`src/rtl/imem_pkg.sv`:
```
// Shared definitions for the instruction memory and its loader: capacity,
// framing constants and the loader state encoding.
package imem_pkg;

  localparam int IMEM_DEPTH_WORDS = 256;
  localparam int HDR_BYTES        = 4;
  localparam int WORD_BYTES       = 4;

  typedef enum logic [2:0] {
    ST_IDLE,
    ST_HDR,
    ST_DATA,
    ST_DONE,
    ST_ERR
  } load_state_e;

endpackage

```
`src/rtl/imem_byte_packer.sv`:
```
// Little-endian byte-to-word assembler. The 4th byte bypasses the assembly
// register so the finished word is available on the accepting edge.
module imem_byte_packer
  import imem_pkg::*;
(
  input  logic        clk,
  input  logic        rst_n,
  input  logic        clear,
  input  logic        byte_en,
  input  logic [7:0]  byte_data,
  output logic        word_valid,
  output logic [31:0] word
);

  localparam logic [1:0] LAST_BYTE = 2'(WORD_BYTES - 1);

  logic [1:0]  byte_cnt;
  logic [23:0] partial;

  // NOTE: sequential state uses non-blocking assignments so every register
  // samples pre-edge values regardless of statement order.
  always_ff @(posedge clk or negedge rst_n) begin
    if (!rst_n) begin
      byte_cnt <= '0;
      partial  <= '0;
    end else if (clear) begin
      byte_cnt <= '0;
      partial  <= '0;
    end else if (byte_en) begin
      byte_cnt <= byte_cnt + 2'd1;
      case (byte_cnt)
        2'd0:    partial[7:0]   <= byte_data;
        2'd1:    partial[15:8]  <= byte_data;
        2'd2:    partial[23:16] <= byte_data;
        default: ;
      endcase
    end
  end

  assign word_valid = byte_en && !clear && (byte_cnt == LAST_BYTE);
  assign word       = {byte_data, partial};

endmodule

```
`src/rtl/imem_loader.sv`:
```
// Loads a length-prefixed program image from a byte stream into instruction
// memory and holds the CPU in reset until the image is complete.
module imem_loader
  import imem_pkg::*;
#(
  parameter int          DEPTH_WORDS = IMEM_DEPTH_WORDS,
  parameter logic [31:0] BASE_ADDR   = 32'h0000_0000,
  parameter int          CNT_W       = 16
) (
  input  logic             clk,
  input  logic             rst_n,
  input  logic             start,
  input  logic             byte_valid,
  input  logic [7:0]       byte_data,
  output logic             byte_ready,
  output logic             mem_we,
  output logic [31:0]      mem_addr,
  output logic [31:0]      mem_wdata,
  output logic             cpu_hold,
  output logic             done,
  output logic             error,
  output logic [CNT_W-1:0] words_loaded
);

  load_state_e      state_q, state_d;
  logic             byte_en;
  logic             word_valid;
  logic [31:0]      word;
  logic [CNT_W-1:0] n_words;
  logic [CNT_W-1:0] hdr_count;
  logic             last_word;

  assign byte_en   = byte_valid && byte_ready;
  assign hdr_count = word[CNT_W-1:0];
  // words_loaded doubles as the write index: it equals the index of the next word.
  assign last_word = (words_loaded + CNT_W'(1)) == n_words;

  imem_byte_packer u_packer (
    .clk        (clk),
    .rst_n      (rst_n),
    .clear      (start),
    .byte_en    (byte_en),
    .byte_data  (byte_data),
    .word_valid (word_valid),
    .word       (word)
  );

  // NOTE: state_d gets a default before the case so no path leaves it
  // unassigned, which would otherwise infer a latch.
  always_comb begin
    state_d = state_q;
    case (state_q)
      ST_HDR: begin
        if (word_valid) begin
          if (hdr_count == '0)
            state_d = ST_DONE;
          else if (32'(hdr_count) > 32'(DEPTH_WORDS))
            state_d = ST_ERR;
          else
            state_d = ST_DATA;
        end
      end
      ST_DATA: begin
        if (word_valid && last_word)
          state_d = ST_DONE;
      end
      default: ;
    endcase
    if (start)
      state_d = ST_HDR;
  end

  always_ff @(posedge clk or negedge rst_n) begin
    if (!rst_n) begin
      state_q      <= ST_IDLE;
      byte_ready   <= 1'b0;
      mem_we       <= 1'b0;
      mem_addr     <= BASE_ADDR;
      mem_wdata    <= '0;
      cpu_hold     <= 1'b1;
      done         <= 1'b0;
      error        <= 1'b0;
      words_loaded <= '0;
      n_words      <= '0;
    end else begin
      state_q    <= state_d;
      byte_ready <= (state_d == ST_HDR) || (state_d == ST_DATA);
      if (start) begin
        // A write issued on the previous edge is already on the port and completes.
        mem_we       <= 1'b0;
        cpu_hold     <= 1'b1;
        done         <= 1'b0;
        error        <= 1'b0;
        words_loaded <= '0;
        n_words      <= '0;
      end else begin
        mem_we   <= (state_q == ST_DATA) && word_valid;
        done     <= (state_q == ST_DONE);
        error    <= (state_q == ST_ERR);
        cpu_hold <= (state_q != ST_DONE);
        if (state_q == ST_HDR && word_valid)
          n_words <= hdr_count;
        if (state_q == ST_DATA && word_valid) begin
          mem_addr     <= BASE_ADDR + (32'(words_loaded) << 2);
          mem_wdata    <= word;
          words_loaded <= words_loaded + CNT_W'(1);
        end
      end
    end
  end

endmodule
```
`config.mk`:
```
export PLATFORM = sky130hd
export DESIGN_NAME = imem_loader
export DESIGN_NICKNAME = d
export VERILOG_FILES = /design/src/rtl/imem_pkg.sv /design/src/rtl/imem_byte_packer.sv /design/src/rtl/imem_loader.sv
export SDC_FILE = /design/constraint.sdc
export NUM_CORES = 1
export LEC_CHECK = 0
export ABC_AREA = 1
export BUFFER_PORTS_ARGS = -buffer_cell sky130_fd_sc_hd__buf_2
export CORE_MARGIN = 2
export CORE_UTILIZATION = 60
export DETAILED_ROUTE_END_ITERATION = 6
export GPL_ROUTABILITY_DRIVEN = 0
export PLACE_DENSITY = 0.85
export SYNTH_ARGS = -nofsm -noshare
export SYNTH_HDL_FRONTEND = slang
export SYNTH_SLANG_ARGS = --single-unit
```
`constraint.sdc`:
```
create_clock -name clk -period 2.8 [get_ports clk]
set_input_delay 0.28 -clock clk [delete_from_list [all_inputs] [get_ports clk]]
set_output_delay 0.28 -clock clk [all_outputs]
set_load 0.1 [all_outputs]
```
## Yosys cells after proc, flatten, opt, wreduce, memory -nomap -nowiden

Cells that the tools add are included.

- Input bits: 12
- Logic and storage cells: 70
- Output and inout port bits: 85
- Register bits: 114

- Add/sub/neg operators: 2
- Equal/unequal tests: 11
- Magnitude comparators: 1
- Multiplexer cells: 21
- Bitwise gates (word level): 1
- Reductions and logical operators: 20

Operators by type and width:

| cell | number |
|---|---|
| 16-bit two-way mux | 4 |
| 24-bit two-way mux | 2 |
| 8-bit two-way mux | 3 |
| 16-bit by 1-bit adder with 16-bit output (second input constant) | 1 |
| 16-bit equality test | 1 |
| 16-bit by 9-bit greater-than comparator with 1-bit output (second input constant) | 1 |
| 16-bit zero test | 1 |
| 3-bit two-way mux | 5 |
| 2-bit nonzero test | 6 |
| 3-bit by 2-bit equality test with 1-bit output (second input constant) | 3 |
| 2-bit AND reduction | 4 |
| 3-bit by 1-bit equality test with 1-bit output (second input constant) | 2 |
| 1-bit logical AND | 6 |
| 3-bit case mux with 2 select lines | 1 |
| 2-bit equality test (second input constant) | 2 |
| 1-bit two-way mux | 4 |
| 2-bit two-way mux | 2 |
| 3-bit equality test (second input constant) | 1 |
| 3-bit by 2-bit != test with 1-bit output (second input constant) | 1 |
| 2-bit by 1-bit adder with 2-bit output (second input constant) | 1 |
| 2-bit by 1-bit equality test with 1-bit output (second input constant) | 1 |
| 2-bit zero test | 1 |
| 1-bit zero test | 1 |
| 1-bit logical OR | 1 |
| 1-bit NOT | 1 |

## Longest topological paths before layout

Gate-level depths: netlist of the first run.

- Word-level depth: 9
- Gate-level depth with buffers: 15
- Depth with buffers taken out: 15

## Modules after synthesis

From an unflattened synthesis of the first run, not the netlist that was laid out.

- Cell total of the unflattened synthesis: 636
- Area total of the unflattened synthesis: 5449.0 µm²

By module, submodules not included:

| module | area each (µm²) | cells each | times used |
|---|---|---|---|
| imem_loader | 4113.9 | 489 | 1 |
| imem_byte_packer | 1335.0 | 147 | 1 |

## Worst setup path before layout of the first run

Ideal clock, no wire load.

- Kind: reg2reg
- Start: reg words_loaded[0]
- End: reg byte_ready
- Setup time: 0.066 ns
- Path buffers: 0
- Clock period less this slack: 2.402 ns
- Setup slack: 0.398 ns
- Data required time: 2.734 ns
- Arrival time: 2.337 ns
- Cell stages (with the launch flop): 16
- Path through: dfrtp_1 -> ha_1 -> nand3_2 -> inv_2 -> nand2_1 -> nand2_1 -> nand2_1 -> nand2_1 -> nand3_1 -> nor2_1 -> nand2_1 -> nor2_1 -> nand2_1 -> nand2_1 -> nand3_1 -> nand2_1

- Cells in the longest elaborated chain, start to end: 8
- Elaborated cells on any way between the ends: 9
- Those cells by class: add/sub: 1; eq/ne: 3; mux: 3; reduce/logical: 2

Ends and longest elaborated chain:

| element | RTL line | source |
|---|---|---|
| start, declared | imem_loader.sv:22 | `output logic [CNT_W-1:0] words_loaded` |
| start signal, assigned | imem_loader.sv:106 | `words_loaded <= words_loaded + CNT_W'(1);` |
| 16-bit by 1-bit adder with 16-bit output * | imem_loader.sv:36 | `assign last_word = (words_loaded + CNT_W'(1)) == n_words;` |
| 16-bit equality test * | imem_loader.sv:36 |  |
| 1-bit logical AND * | imem_loader.sv:64 | `if (word_valid && last_word)` |
| 3-bit two-way mux * | imem_loader.sv:64 |  |
| 3-bit case mux with 2 select lines * | imem_loader.sv:52 | `case (state_q)` |
| 3-bit two-way mux * | imem_loader.sv:69 | `if (start)` |
| net state_d[0] | imem_loader.sv:25 | `load_state_e state_q, state_d;` |
| 3-bit by 1-bit equality test with 1-bit output or 3-bit by 2-bit equality test with 1-bit output (tied branches) | imem_loader.sv:87 | `byte_ready <= (state_d == ST_HDR) \|\| (state_d == ST_DATA);` |
| 1-bit logical OR * | imem_loader.sv:87 |  |
| end signal, assigned | imem_loader.sv:87 |  |
| end, declared | imem_loader.sv:15 | `output logic byte_ready,` |

The timed path passes the listed nets; every way through them passes the cells marked *.
A chain may end at the register's enable or synchronous reset.

## Final worst setup path of the first run

Same ends and word-level chain as after synthesis.

==> results of run 1 <==
metal layers:
metal / vias to the layer above / wire (microns) / track usage
met5: - / 0 / 0
met4: 0 / 491 / 0.130
met3: 42 / 1030 / 0.0741
met2: 264 / 6660 / 0.501
met1: 2229 / 5340 / 0.373
li1: 2114 / - / -
power by group:
group | total (mW) | internal (mW) | leakage (nW) | switching (mW)
combinational | 0.444 | 0.0840 | 1.38 | 0.360
sequential | 1.74 | 1.70 | 1.56 | 0.0359
clock | 2.20 | 1.49 | 0.291 | 0.713
total | 4.39 | 3.28 | 3.23 | 1.11
cell families (layout without fill, tap and decap cells):
kind of cell / after synthesis / count (layout) / share of synthesized area
flip-flops: 114 / 114 / 0.548
adder cells (fa/ha/maj): 5 / 5 / 0.0120
buffers and inverters: 107 / 194 / 0.0900
other: 1 / 16 / 0.000719
multiplexers: 7 / 7 / 0.0151
XOR/XNOR: 6 / 6 / 0.0127
AO/OA/AOI/OAI: 101 / 101 / 0.102
AND/OR/NAND/NOR: 269 / 269 / 0.220
worst min path at each step:
| stage | slack [ns] | depth (start not counted) | from | to |
|---|---|---|---|---|
| 2_1_floorplan | -0.02 | 0 | rst_n | byte_ready |
| 3_3_place_gp | 0.33 | 1 | rst_n | words_loaded[5] |
| 3_5_place_dp | 0.34 | 1 | rst_n | words_loaded[5] |
| 4_1_cts | 0.05 | 3 | byte_data[1] | mem_wdata[25] |
| 5_1_grt | 0.07 | 3 | byte_data[6] | mem_wdata[30] |
| 6_report | 0.06 | 3 | byte_data[5] | mem_wdata[29] |
registers in the layout, indices dropped and copies added (netlist names):
name	cells
state_q	3
words_loaded	16
error	1
n_words	16
byte_ready	1
mem_wdata	32
done	1
u_packer.byte_cnt	2
u_packer.partial	24
cpu_hold	1
mem_addr	16
mem_we	1
timing repair:
item                                   CTS  global route
setup endpoints to repair                0             0
gates resized for setup                  0             0
hold buffers                             1             0
endpoints found under the hold margin   46             0
critical path: cells and delay by family, from the launching register on:
family	cells	cell delay, ns
DFF	1	0.46
and+or+nand+nor	12	1.46
adders and majority gates	1	0.25
layout make-up:
cell class,instances,share of cell area
tap,108,0.0215
sequential,114,0.454
timing repair buffer,89,0.0753
inverter,73,0.0436
clock buffer,26,0.0745
multi-input combinational,404,0.310
clock inverter,6,0.0207
stage by stage:
stage,util,setup slack [ns],instance area (sq um),power [mW]
after floorplan,-,0.398,5270,2.08
after global placement,0.663,0.768,5670,2.16
after detailed placement,0.663,0.683,5670,2.18
after CTS,0.734,0.645,6280,4.38
after global routing,0.734,0.439,6280,4.51
final,0.734,0.572,6280,4.39
cell usage in the layout, fill, tap and decap left out, types with 16 or more instances in the layout:
master and count:
buf_2 79, clkbuf_16 16, conb_1 16, dfrtp_1 113, inv_1 71, nand2_1 165
nand3_1 50, nor2_1 32, o21ai_0 80
==> run_results.csv, run 1 <==
group,metric,value,unit
run_status,outcome,"complete, but fails checks",
run_status,violations,"design-rule violations",
cts,path_clk_slew,0.05,ns
final_layout,final_cells,820,
synthesis,synth_commonest_cells,"165 x nand2_1, 113 x dfrtp_1, 80 x o21ai_0, 71 x inv_1, 50 x nand3_1",
synthesis,yosysTopAreaCell,"dfrtp_1",
sta,timing_hold_violations_final,0,
floorplan,dieWidth,97.2,microns
final_layout,n_antenna_cell,0,
synthesis,yosysMostFrequentCell,"nand2_1",
routing,drtAntennaViolNets,0,
floorplan,die_y,97.2,microns
synthesis,async_flop_share,1.00,
critical_path,critical_path_class,"flip-flop to flip-flop",
floorplan,rows,34,
floorplan,ios,97,
critical_path,r2r_start,"words_loaded[0]",
routing,wire_per_inst,16.5,microns
place,dp.cells,787,
cts,cts_tree,"built",
sta,period_minus_slack,2.23,ns
cts,post_cts_buffers,0,
routing,routed_wl,13.5,mm
sta,hold_ws,0.0596,ns
sta,clock_skew,0.00883,ns
routing,drc,8,
critical_path,crit_arrival,2.66,ns
global_route,grt_max_degree,51,
critical_path,path_cells,"ha_1, nand3_2, nor2_2, nand2_1, nand3b_1, nand3_1, nor2_1, nand2_1, nor2_1, nand2_1, nand2_1, nand3_1, nand2_1",
final_layout,multi_input_area,1950,sq um
critical_path,crit_top_cell,"nand2_1",
critical_path,cp_max_fo,5,
synthesis,ys_types,32,
power,irDropWorstVdd,0.585,mV
global_route,gr-total-overflow,0,
global_route,antenna_found_initial,0,
routing,num_vias,4649,
sta,slew_violations,0,
sta,setup_viol,0,
critical_path,worst-r2r-cell-count,13,
final_layout,final_nets,716,
final_layout,syn_to_final_growth,20.5,%
critical_path,critPathCaptureType,"flip-flop",
cts,clock_path_buffers,2,
sta,slew_headroom,0.381,
power,power_density,699,nW/um^2
sta,min_period_over_period,0.796,
critical_path,cp.required,3.24,ns
routing,via_per_inst,5.67,
critical_path,rrSetupSlack,0.57,ns
routing,drtPass1Iterations,7,
cts,cts_made_buffers,17,
cts,cts_htree_levels,4,
synthesis,ys_warn_count,0,
synthesis,synth.top_cells.by_area,"dfrtp_1 54%, nand2_1 12%, o21ai_0 7.7%",
critical_path,max_stage_delay,0.46,ns
routing,drt_iter0_markers,420,
critical_path,r2r-end,"byte_ready",
cts,clk_latency,0.51,ns
synthesis,syn_avg_cell_area,8.55,sq um
power,power.leakage,3.23,nW
cts,clockRootBuffer,"clkbuf_8",
critical_path,cp-startpoint,"words_loaded[0]",
job,maxCapViolCount,0,
sta,finalSetupTns,0,ns
global_route,grt_first_pass_wirelength,22.4,mm
sta,tightest_slew,0.919,ns
floorplan,core_area,8550,sq um
floorplan,die_area,9450,sq um
synthesis,synth_edf_count,0,
critical_path,cp-endpoint,"byte_ready",
global_route,first_global_vias,4549,
synthesis,synth_seq_cells,114,
sta,grt_setup_unrepaired,"no",
place,hpwl,8.98,mm
final_layout,ff_latch_area,2850,sq um
cts,clock-sinks,114,
critical_path,cp-start-kind,"flip-flop",
synthesis,syn_area,5210,sq um
synthesis,yosys.area.top_type_share,0.542,
final_layout,drive_gt1_frac,0.187,
min_path,min_path_type,"input pin to flip-flop",
synthesis,yosys_most_used_dff,"dfrtp_1",
global_route,grt_usage,0.300,
synthesis,syn_inst,610,
floorplan,start_util,0.610,
sta,fmax,449,MHz
critical_path,crit_slowest_cell,"dfrtp_1",
synthesis,yosysSeqAreaShare,0.548,
place,io_buffers,80,
final_layout,n_fill_cell,586,
Note: power is estimated with default switching activity, not from simulation.
==> run 2, diff against run 1 <==
--- a/config.mk
+++ b/config.mk
@@ -8,10 +8,10 @@
 export ABC_AREA = 1
 export BUFFER_PORTS_ARGS = -buffer_cell sky130_fd_sc_hd__buf_2
 export CORE_MARGIN = 2
-export CORE_UTILIZATION = 60
+export CORE_UTILIZATION = 50
 export DETAILED_ROUTE_END_ITERATION = 6
 export GPL_ROUTABILITY_DRIVEN = 0
-export PLACE_DENSITY = 0.85
+export PLACE_DENSITY = 0.76
 export SYNTH_ARGS = -nofsm -noshare
 export SYNTH_HDL_FRONTEND = slang
 export SYNTH_SLANG_ARGS = --single-unit
==> constraint.sdc (replaced) <==
create_clock -name clk -period 1.9 [get_ports clk]
set_input_delay 0.19 -clock clk [delete_from_list [all_inputs] [get_ports clk]]
set_output_delay 0.19 -clock clk [all_outputs]
set_load 0.1 [all_outputs]
==> run_results.csv, run 2 (synthesized netlist as in run 1, its figures left out) <==
group,metric,value,unit
sta,clock_skew,0.00767,ns
routing,wire_per_inst,15.5,microns
critical_path,critPathCaptureType,"flip-flop",
sta,grt_setup_unrepaired,"yes",
sta,setup_slack,0.0502,ns
routing,drt_iter0_markers,325,
routing,drc,0,
cts,cts_tree,"built",
floorplan,rows,37,
critical_path,cp.required,2.36,ns
final_layout,final_nets,735,
sta,slew_violations,0,
global_route,grt_first_pass_wirelength,21.6,mm
global_route,grt_max_degree,58,
final_layout,n_fill_cell,850,
critical_path,cp_max_fo,5,
global_route,antenna_found_initial,0,
floorplan,start_util,0.509,
critical_path,path_buf_inv,0,
cts,cts_htree_levels,4,
final_layout,final_cells,867,
final_layout,finish.utilization,0.645,
final_layout,reg_top3,"mem_wdata x32, u_packer.partial x24",
sta,hold_ws,0.00599,ns
critical_path,crit_arrival,2.31,ns
cts,clk_latency,0.52,ns
job,maxCapViolCount,0,
place,io_buffers,80,
critical_path,crit_slowest_cell,"dfrtp_4",
cts,clockRootBuffer,"clkbuf_8",
power,irDropWorstVdd,0.589,mV
critical_path,critical_path.top_delay_family,"simple AND/OR/NAND/NOR gates",
final_layout,mostFrequentLayoutCell,"nand2_1",
routing,via_per_inst,5.38,
global_route,grt_usage,0.249,
cts,clock-sinks,114,
floorplan,dieWidth,106,microns
sta,finalSetupTns,0,ns
cts,clock_path_buffers,2,
sta,min_period_over_period,0.974,
critical_path,max_stage_delay,0.45,ns
cts,cts_made_buffers,17,
run_status,outcome,"completed",
place,place_ws,-0.0528,ns
sta,setup_viol,0,
place,dp.cells,822,
routing,drtAntennaViolNets,0,
final_layout,largest_reg_flops,32,
place,hpwl,9.37,mm
cts,path_clk_slew,0.06,ns
sta,slew_headroom,0.598,
final_layout,layout_common_cells,"162 x nand2_1, 97 x dfrtp_1, 79 x o21ai_0, 79 x buf_2, 71 x inv_1",
floorplan,ios,97,
critical_path,cp-start-kind,"flip-flop",
critical_path,crit_top_cell,"nand2_1",
min_path,min_path_type,"input pin to flip-flop",
critical_path,path_cells,"ha_4, nand3_4, nor2_4, nand2_2, nand3b_1, nand3_1, nor2_1, nand2_1, nor2_1, nand2_1, nand2_1, nand3_1, nand2_1",
global_route,first_global_vias,4349,
power,power.leakage,3.31,nW
sta,period_minus_slack,1.85,ns
critical_path,critical_path_class,"flip-flop to flip-flop",
floorplan,die_area,11300,sq um
routing,drtPass1Iterations,5,
power,power_density,973,nW/um^2
sta,fmax,541,MHz
final_layout,drive_gt1_frac,0.239,
final_layout,syn_to_final_growth,26.6,%
final_layout,top_register,"mem_wdata",
routing,num_vias,4665,
global_route,gr-total-overflow,0,
final_layout,n_antenna_cell,0,
sta,timing_hold_violations_final,0,
floorplan,die_y,106,microns
floorplan,core_area,10200,sq um
sta,tightest_slew,0.601,ns
routing,routed_wl,13.5,mm
-- run 2: cell count changes in the layout (fill, tap and decap cells not counted), sizes merged --
| cell | change |
|---|---|
| clkbuf | -2 |
| clkinvlp | +3 |
| dlygate4sd3 | +8 |
| clkinv | +1 |
| buf | +11 |
| bufinv | -2 |
-- run 2: per-stage QoR --
stage	power, mW	cell area (sq um)
CTS	6.44	6530
global route	6.64	6600
floorplan	3.07	5300
finish	6.42	6600
detailed placement	3.24	5810
global placement	3.21	5810
-- run 2: per-layer routing --
metal | GRT usage | up-vias | wire (microns)
met5 | 0 | - | 0
met4 | 0.117 | 0 | 558
met3 | 0.0693 | 49 | 1030
met2 | 0.399 | 248 | 6500
met1 | 0.313 | 2205 | 5380
li1 | - | 2163 | -
-- run 2: where the power goes --
group          internal [mW]  switching (mW)  leakage [nW]
clock                   2.10            1.09         0.295
combinational          0.149           0.517          1.48
sequential              2.51          0.0501          1.54
-- run 2: worst paths after layout --
path                                 startpoint                    to  slack [ns]  cells after the start
worst min-delay path               byte_data[7]         mem_wdata[31]       0.006                      3
worst max register to register  words_loaded[0]            byte_ready        0.05                     13
worst min register to register    mem_wdata[16]         mem_wdata[16]        0.47                      2
min in group asynchronous                 rst_n       words_loaded[3]        0.20                      2
worst max-delay path            words_loaded[0]            byte_ready        0.05                     13
max in group asynchronous                 rst_n  u_packer.partial[20]        1.07                      3
-- run 2: worst reg2reg max path, stage by stage, from the launching register on --
cell      delay, ns
dfrtp_4        0.45
ha_4           0.16
nand3_4        0.11
nor2_4         0.19
nand2_2        0.10
nand3b_1       0.12
nand3_1        0.09
nor2_1         0.14
nand2_1        0.06
nor2_1         0.08
nand2_1        0.08
nand2_1        0.08
nand3_1        0.07
nand2_1        0.06
-- run 2: cell type report --
class / instances / area (sq um) / area share
clock inverters: 8 / 97.6 / 0.0148
inverters: 73 / 277 / 0.0419
multi-input cells: 404 / 2000 / 0.304
repair buffers: 108 / 661 / 0.100
flip-flops and latches: 114 / 2880 / 0.437
well taps: 136 / 170 / 0.0258
clock buffers: 24 / 510 / 0.0773
-- run 2: what timing repair did --
action,CTS,global route
setup buffers,0,4
gates resized for setup,5,10
endpoints found under the setup margin,1,3
pin swaps,0,7
cloned,0,0
hold endpoints to repair,44,0
hold buffers,9,0
==> run 3, diff against run 2 <==
--- a/config.mk
+++ b/config.mk
@@ -8,10 +8,10 @@
 export ABC_AREA = 1
 export BUFFER_PORTS_ARGS = -buffer_cell sky130_fd_sc_hd__buf_2
 export CORE_MARGIN = 2
-export CORE_UTILIZATION = 50
+export CORE_UTILIZATION = 60
 export DETAILED_ROUTE_END_ITERATION = 6
 export GPL_ROUTABILITY_DRIVEN = 0
-export PLACE_DENSITY = 0.76
+export PLACE_DENSITY = 0.85
 export SYNTH_ARGS = -nofsm -noshare
 export SYNTH_HDL_FRONTEND = slang
 export SYNTH_SLANG_ARGS = --single-unit
==> constraint.sdc (replaced) <==
create_clock -name clk -period 2.25 [get_ports clk]
set_input_delay 0.225 -clock clk [delete_from_list [all_inputs] [get_ports clk]]
set_output_delay 0.225 -clock clk [all_outputs]
set_load 0.1 [all_outputs]
==> run_results.csv, run 3 (synthesized netlist as in run 1, its figures left out) <==
group,metric,value,unit
floorplan,die_area,9450,sq um
power,finalPower,5.57,mW
critical_path,critical_path_class,"flip-flop to flip-flop",
power,irDropWorstVdd,0.724,mV
sta,finalSetupTns,0,ns
cts,cts_tree,"built",
final_layout,ff_latch_area,2860,sq um
power,power_density,876,nW/um^2
critical_path,crit_arrival,2.51,ns
floorplan,start_util,0.610,
sta,clock_skew,0.00424,ns
critical_path,critPathCaptureType,"flip-flop",
run_status,outcome,"completed",
place,dp.cells,786,
critical_path,cp.required,2.70,ns
global_route,use_met1,0.378,
final_layout,multi_input_area,1950,sq um
cts,clk_latency,0.51,ns
cts,cts_htree_levels,4,
sta,hold_ws,0.00481,ns
cts,cts_made_buffers,17,
global_route,grt_first_pass_wirelength,22.8,mm
sta,grt_setup_unrepaired,"no",
global_route,met3_usage,0.0748,
floorplan,dieWidth,97.2,microns
cts,clock_path_buffers,2,
floorplan,ios,97,
sta,fmax,484,MHz
global_route,gr-total-overflow,0,
final_layout,layout_common_cells,"165 x nand2_1, 110 x dfrtp_1, 80 x o21ai_0, 79 x buf_2, 71 x inv_1",
global_route,antenna_found_initial,0,
sta,period_minus_slack,2.06,ns
final_layout,drive_gt1_frac,0.196,
floorplan,die_y,97.2,microns
floorplan,rows,34,
cts,clock-sinks,114,
routing,drt_iter0_markers,458,
final_layout,final_cells,821,
power,power.leakage,3.26,nW
routing,drc,0,
critical_path,cp_max_fo,5,
place,hpwl,8.97,mm
global_route,first_global_vias,4588,
sta,slew_violations,0,
final_layout,mostFrequentLayoutCell,"nand2_1",
global_route,grt_use_met2,0.494,
sta,timing_hold_violations_final,0,
final_layout,n_antenna_cell,0,
floorplan,core_area,8550,sq um
job,maxCapViolCount,0,
place,io_buffers,80,
final_layout,n_fill_cell,591,
cts,clockRootBuffer,"clkbuf_8",
global_route,grt_max_degree,63,
routing,num_vias,4627,
global_route,busiest_layer,"met2",
critical_path,cp-start-kind,"flip-flop",
cts,path_clk_slew,0.05,ns
sta,setup_viol,0,
final_layout,largest_reg_flops,32,
sta,tightest_slew,0.880,ns
routing,routed_wl,13.6,mm
routing,drtAntennaViolNets,0,
global_route,grt_usage,0.306,
routing,wire_per_inst,16.5,microns
final_layout,reg_top3,"mem_wdata x32, u_packer.partial x24",
final_layout,top_register,"mem_wdata",
sta,slew_headroom,0.407,
routing,via_per_inst,5.64,
min_path,min_path_type,"input pin to flip-flop",
final_layout,syn_to_final_growth,21.9,%
sta,min_period_over_period,0.918,
final_layout,final_nets,718,
routing,drtPass1Iterations,6,
run 3: changes by cell type in the layout (fill, tap and decap cells not counted), sizes merged:
cell	delta
clkinvlp	-1
buf	-12
clkinv	-1
dlygate4sd3	-5
clkbuf	-1
bufinv	+2
run 3: final timing paths:
kind | startpoint | end | slack [ns] | cells after the start
setup / recovery | words_loaded[1] | byte_ready | 0.19 | 13
hold / removal | byte_data[3] | mem_wdata[27] | 0.005 | 3
setup reg to reg | words_loaded[1] | byte_ready | 0.19 | 13
hold reg to reg | mem_wdata[16] | mem_wdata[16] | 0.46 | 2
max in group asynchronous | rst_n | mem_wdata[9] | 1.41 | 3
min in group asynchronous | rst_n | mem_addr[7] | 0.15 | 2
run 3: timing repair:
action / 4_1_cts / 5_1_grt
hold buffers: 4 / 0
endpoints found under the hold margin: 55 / 0
gates resized for setup: 0 / 0
buffers inserted: 0 / 0
run 3: critical path, stage by stage (launching register included):
cell and delay [ns]:
dfrtp_2 0.41, ha_1 0.23, nand3_2 0.13, o21ai_0 0.25
nand2_1 0.12, nand2_1 0.08, nand3_1 0.07, nor2_1 0.11
nand2_1 0.10, nor2_1 0.15, nand2_1 0.09, nand2_1 0.11
nand3_1 0.08, nand2_1 0.07
run 3: layout make-up:
cell class,instances,area share
tap,108,0.0213
inverter,73,0.0431
clock buffer,23,0.0766
sequential,114,0.450
multi-input combinational,404,0.306
clock inverter,8,0.0234
timing repair buffer,91,0.0799
run 3: report_power, final:
| part | internal [mW] | switching (mW) | leakage (nW) |
|---|---|---|---|
| logic | 0.109 | 0.433 | 1.39 |
| clock network | 1.94 | 0.918 | 0.306 |
| registers | 2.12 | 0.0462 | 1.56 |
run 3: per-stage QoR:
| stage | util | setup slack [ns] | cell area, sq um |
|---|---|---|---|
| floorplan | - | -0.0104 | 5270 |
| global placement | 0.664 | 0.461 | 5680 |
| detailed placement | 0.664 | 0.361 | 5680 |
| CTS | 0.743 | 0.220 | 6360 |
| global route | 0.743 | 0.0466 | 6360 |
| finish | 0.743 | 0.185 | 6360 |
run 3: layer usage:
metal | wire length, microns | share of wire | vias up
met5 | 0 | 0 | -
met2 | 6730 | 0.50 | 291
li1 | - | - | 2122
met3 | 1090 | 0.081 | 54
met1 | 5240 | 0.39 | 2160
met4 | 509 | 0.038 | 0
